===== src/rtl/hs_pkg.sv =====
// Shared constants and helpers for the handshake byte packers.
// Default lane count and counter-width function used by handshake_pack4.
package hs_pkg;

  localparam int LANES_DEF = 4;

  // Width of a lane counter holding 0..lanes-1; never narrower than one bit.
  function automatic int cnt_w(input int lanes);
    return (lanes > 1) ? $clog2(lanes) : 1;
  endfunction

endpackage


===== src/rtl/handshake_pack4.sv =====
// Packs LANES bytes (lane 0 first) into one word; word valid 1 cycle after its last byte.
// Only the word-closing byte stalls on a held word; HS_PACK_LAST_EN adds last/keep for short words.
module handshake_pack4
  import hs_pkg::*;
#(
  parameter int LANES = LANES_DEF
) (
  input  logic                 clk,
  input  logic                 rst,
  input  logic                 valid_pre_i,
  input  logic [7:0]           data_pre_i,
  output logic                 ready_pre_o,
  output logic                 valid_post_o,
  output logic [8*LANES-1:0]   data_post_o,
`ifdef HS_PACK_LAST_EN
  input  logic                 last_pre_i,
  output logic                 last_post_o,
  output logic [LANES-1:0]     keep_post_o,
`endif
  input  logic                 ready_post_i
);

  localparam int CW = cnt_w(LANES);

  logic [CW-1:0]        r_cnt;
  logic [8*LANES-1:0]   r_asm;
  logic [8*LANES-1:0]   r_data;
  logic                 r_vld;
  logic                 w_last_lane;
  logic                 w_close;
  logic                 w_ready;
  logic                 w_acc;
  logic                 w_xfer;
  logic [8*LANES-1:0]   w_word;

  assign w_last_lane = (r_cnt == CW'(LANES - 1));

`ifdef HS_PACK_LAST_EN
  logic [LANES-1:0]     r_keep;
  logic                 r_last;
  logic [LANES-1:0]     w_keep;

  assign w_close = w_last_lane || last_pre_i;
`else
  assign w_close = w_last_lane;
`endif

  // Stall only the byte that would overwrite a word still waiting downstream.
  assign w_ready = !w_close || !r_vld || ready_post_i;
  assign w_acc   = valid_pre_i && w_ready;
  assign w_xfer  = r_vld && ready_post_i;

  // Completed word as it will look once the current byte lands in its lane.
  always_comb begin
    w_word = r_asm;
`ifdef HS_PACK_LAST_EN
    w_keep = '0;
`endif
    for (int i = 0; i < LANES; i++) begin
      if (i == int'(r_cnt)) begin
        w_word[8*i +: 8] = data_pre_i;
      end
`ifdef HS_PACK_LAST_EN
      if (i > int'(r_cnt)) begin
        w_word[8*i +: 8] = 8'h00;
      end
      w_keep[i] = (i <= int'(r_cnt));
`endif
    end
  end

  always_ff @(posedge clk) begin
    if (rst) begin
      r_cnt  <= '0;
      r_asm  <= '0;
      r_data <= '0;
      r_vld  <= 1'b0;
`ifdef HS_PACK_LAST_EN
      r_keep <= '0;
      r_last <= 1'b0;
`endif
    end else begin
      if (w_acc) begin
        r_asm[8*int'(r_cnt) +: 8] <= data_pre_i;
        r_cnt <= w_close ? '0 : r_cnt + 1'b1;
      end
      // A load in the same cycle as a transfer keeps valid high with the new word.
      if (w_acc && w_close) begin
        r_data <= w_word;
        r_vld  <= 1'b1;
`ifdef HS_PACK_LAST_EN
        r_keep <= w_keep;
        r_last <= last_pre_i;
`endif
      end else if (w_xfer) begin
        r_vld <= 1'b0;
      end
    end
  end

  assign ready_pre_o  = w_ready;
  assign valid_post_o = r_vld;
  assign data_post_o  = r_data;
`ifdef HS_PACK_LAST_EN
  assign last_post_o  = r_last;
  assign keep_post_o  = r_keep;
`endif

endmodule

===== config.mk =====
export PLATFORM = sky130hd
export DESIGN_NAME = handshake_pack4
export DESIGN_NICKNAME = d
export VERILOG_FILES = /design/src/rtl/hs_pkg.sv /design/src/rtl/handshake_pack4.sv
export SDC_FILE = /design/constraint.sdc
export NUM_CORES = 1
export LEC_CHECK = 0
export ABC_CLOCK_PERIOD_IN_PS = 4600
export BUFFER_PORTS_ARGS = -buffer_cell sky130_fd_sc_hd__buf_2
export CORE_ASPECT_RATIO = 0.7
export CORE_MARGIN = 3
export CORE_UTILIZATION = 41
export DETAILED_ROUTE_END_ITERATION = 8
export GPL_ROUTABILITY_DRIVEN = 0
export SYNTH_ARGS = -nofsm -noshare
export SYNTH_HDL_FRONTEND = slang
export SYNTH_SLANG_ARGS = --single-unit

===== constraint.sdc =====
create_clock -name clk -period 4.6 [get_ports clk]
set_input_delay 0.92 -clock clk [delete_from_list [all_inputs] [get_ports clk]]
set_output_delay 0.92 -clock clk [all_outputs]
set_load 0.005 [all_outputs]

==> flow_metrics.tcl <==
set metrics [dict create \
    design.die.area_um2 7860 \
    drc 0 \
    clk_path_buf_depth 2 \
    cts-resized-gates 0 \
    cp_max_fo 12 \
    cp_top_family "flip-flops" \
    grt_use_total 0.180 \
    n_fill_cell 657 \
    netlist.area_leader.share 0.423 \
    rsz0062_at_grt "false" \
    cts_htree_levels 3 \
    hold_class "reg2reg" \
    path_cells "ha_1 > and3b_1 > inv_1 > buf_2" \
    fin_crit_ps 2900 \
    fp.dieW_um 105 \
    design_area_um2 3130 \
    drive_gt1_frac 0.210 \
    core_area_um2 6430 \
    hpwl_um 4460 \
    clock_latency_ps 340 \
    worstPathArrival_ps 1980 \
    max-vdd-ir-drop_mv 0.204 \
    drv_cap 0 \
    synth_seq_cells 59 \
    synth_cells 294 \
    crit_buf_inv 2 \
    io_buffer_count 45 \
    wl_met3_um 394 \
    setup_violations 0 \
    cts_hold_buf 0 \
    synth_most_common_cell "dfxtp_1" \
    vias 2200 \
    post_cts_buffers 0 \
    cts_buffers 9 \
    path_clk_slew_ps 60 \
    powerDensity_nw_per_um2 328 \
    synth.area.top_cells "dfxtp_1 (42%), mux2i_1 (14%), a21oi_1 (7.7%)" \
    synth_edf_count 0 \
    cp_slowest_stage_delay_ps 540 \
    yosys-top-cells-count "dfxtp_1 (59), a21oi_1 (43), mux2i_1 (40)" \
    grt_pass1_wl_um 10800 \
    rows 24 \
    synth_nets 313 \
    nets 342 \
    die_y_um 75.1 \
    synth_cell_types 27 \
    leakagePower_nw 1.17 \
    async_flop_share 0 \
    synth_top_area_cell "dfxtp_1" \
    worstSetupEndpointType "output pin" \
    dr_wl_met2_um 2730 \
    grt_pass1_vias 2025 \
    tritoncts "built" \
    cp_slowest_cell "dfxtp_1" \
    ys.flop_type "dfxtp_1" \
    routed_wl_um 6770 \
    n_antenna_cell 0 \
    cts_num_sinks 59 \
    routed.top_layer "met4" \
    grt_max_degree 68 \
    wl_met1_um 3590 \
    fin_worst_skew_ps 3.77 \
    drt_pre_antenna_iters 4 \
    crit_type "reg2out" \
    finalHoldViolCount 0 \
    initial_core_util 0.435 \
    tightest_slew_ps 1200 \
    drv_slew 0 \
    routedWlPerCell_um 16.2 \
    avgSynthCellArea_um2 9.51 \
    r2r_slack_ps 2300 \
    grt.overflow.total 0 \
    yosysSeqAreaShare 0.423 \
    yosys_warnings 0 \
    fin_tns_setup_ps 0 \
    synth_area_um2 2800 \
    avgViaCountPerCell 5.25 \
    relSlewSlack 0.200 \
    area_delta_synth_final_pct 12.0 \
    detail-route-antenna-nets 0 \
    finalWorstSetupSlack_ps 1700 \
    post-place-ws_ps 1770 \
    dr.first_iter.drc_count 124 \
    root_buffer "clkbuf_8" \
    final_util 0.487 \
    antenna_found_initial 0 \
    startpoint_type "register" \
    period_share 0.631 \
    place_area_um2 2970 \
    fmax_mhz 345 \
    required_ps 3680 \
    status "finished clean" \
    ios 46 \
]
==> stage by stage <==
step                power (mW)  std cells  hold slack, ps
floorplan                0.614        294             448
global route              1.07        419             491
finish                    1.03        419             472
detailed placement       0.643        403             463
CTS                       1.03        419             471
global placement         0.643        403             458
==> routing by layer <==
| layer | global-route usage | vias to the layer above |
|---|---|---|
| li1 | - | 1104 |
| met1 | 0.261 | 1026 |
| met2 | 0.250 | 66 |
| met3 | 0.0651 | 4 |
| met4 | 0.0539 | 0 |
| met5 | 0 | - |
==> cell usage in the layout (no fill, tap or decap), types with 2 or more instances in the layout <==
cell type and instances:
a211oi_1 18, a211oi_2 6, a21oi_1 43, and3_1 2
and3b_1 2, buf_2 45, clkbuf_1 2, clkbuf_8 9
clkinv_2 3, clkinvlp_4 2, dfxtp_1 59, ha_1 7
inv_1 4, mux2i_1 40, nand2_1 18, nand2b_1 17
nand3_1 9, nand4_1 8, nor2b_1 9, o21ai_0 18
==> final timing paths <==
path,startpoint,end,depth (start not counted)
worst max-delay path,r_cnt[0],ready_pre_o,4
worst min-delay path,r_asm[8],r_asm[8],2
worst max register to register,r_cnt[0],data_post_o[9],4
worst min register to register,r_asm[8],r_asm[8],2
==> tightest hold or removal path: stages, from the launching register on <==
cell,delay [ps]
dfxtp_1,310
nand2b_1,60
mux2i_1,50
==> flip-flops by register name, summed over array words and instances (netlist names) <==
| register | cells |
|---|---|
| valid_post_o | 1 |
| data_post_o | 32 |
| r_cnt | 2 |
| r_asm | 24 |
==> final cells by class <==
cell class | count | area, um^2 | area share
sequential | 59 | 1180 | 0.377
multi-input combinational | 203 | 1430 | 0.455
clock buffer | 11 | 131 | 0.0420
clock inverter | 5 | 30.0 | 0.00960
timing repair buffer | 46 | 233 | 0.0744
inverter | 4 | 15.0 | 0.00480
tap | 91 | 114 | 0.0364
==> kinds of logic after synthesis <==
group	synth area share
buf+inv	0.0676
compound gates	0.184
fa+ha+maj	0.0313
mux	0.143
flops	0.423
simple gates	0.151
==> power by group <==
part / leakage, nW / switching [mW] / internal (mW) / total, mW
logic: 0.612 / 0.0651 / 0.0409 / 0.106
clock network: 0.0791 / 0.201 / 0.192 / 0.394
registers: 0.476 / 0.00653 / 0.520 / 0.526
total: 1.17 / 0.273 / 0.753 / 1.03
Note: power is estimated with default switching activity, not from simulation.
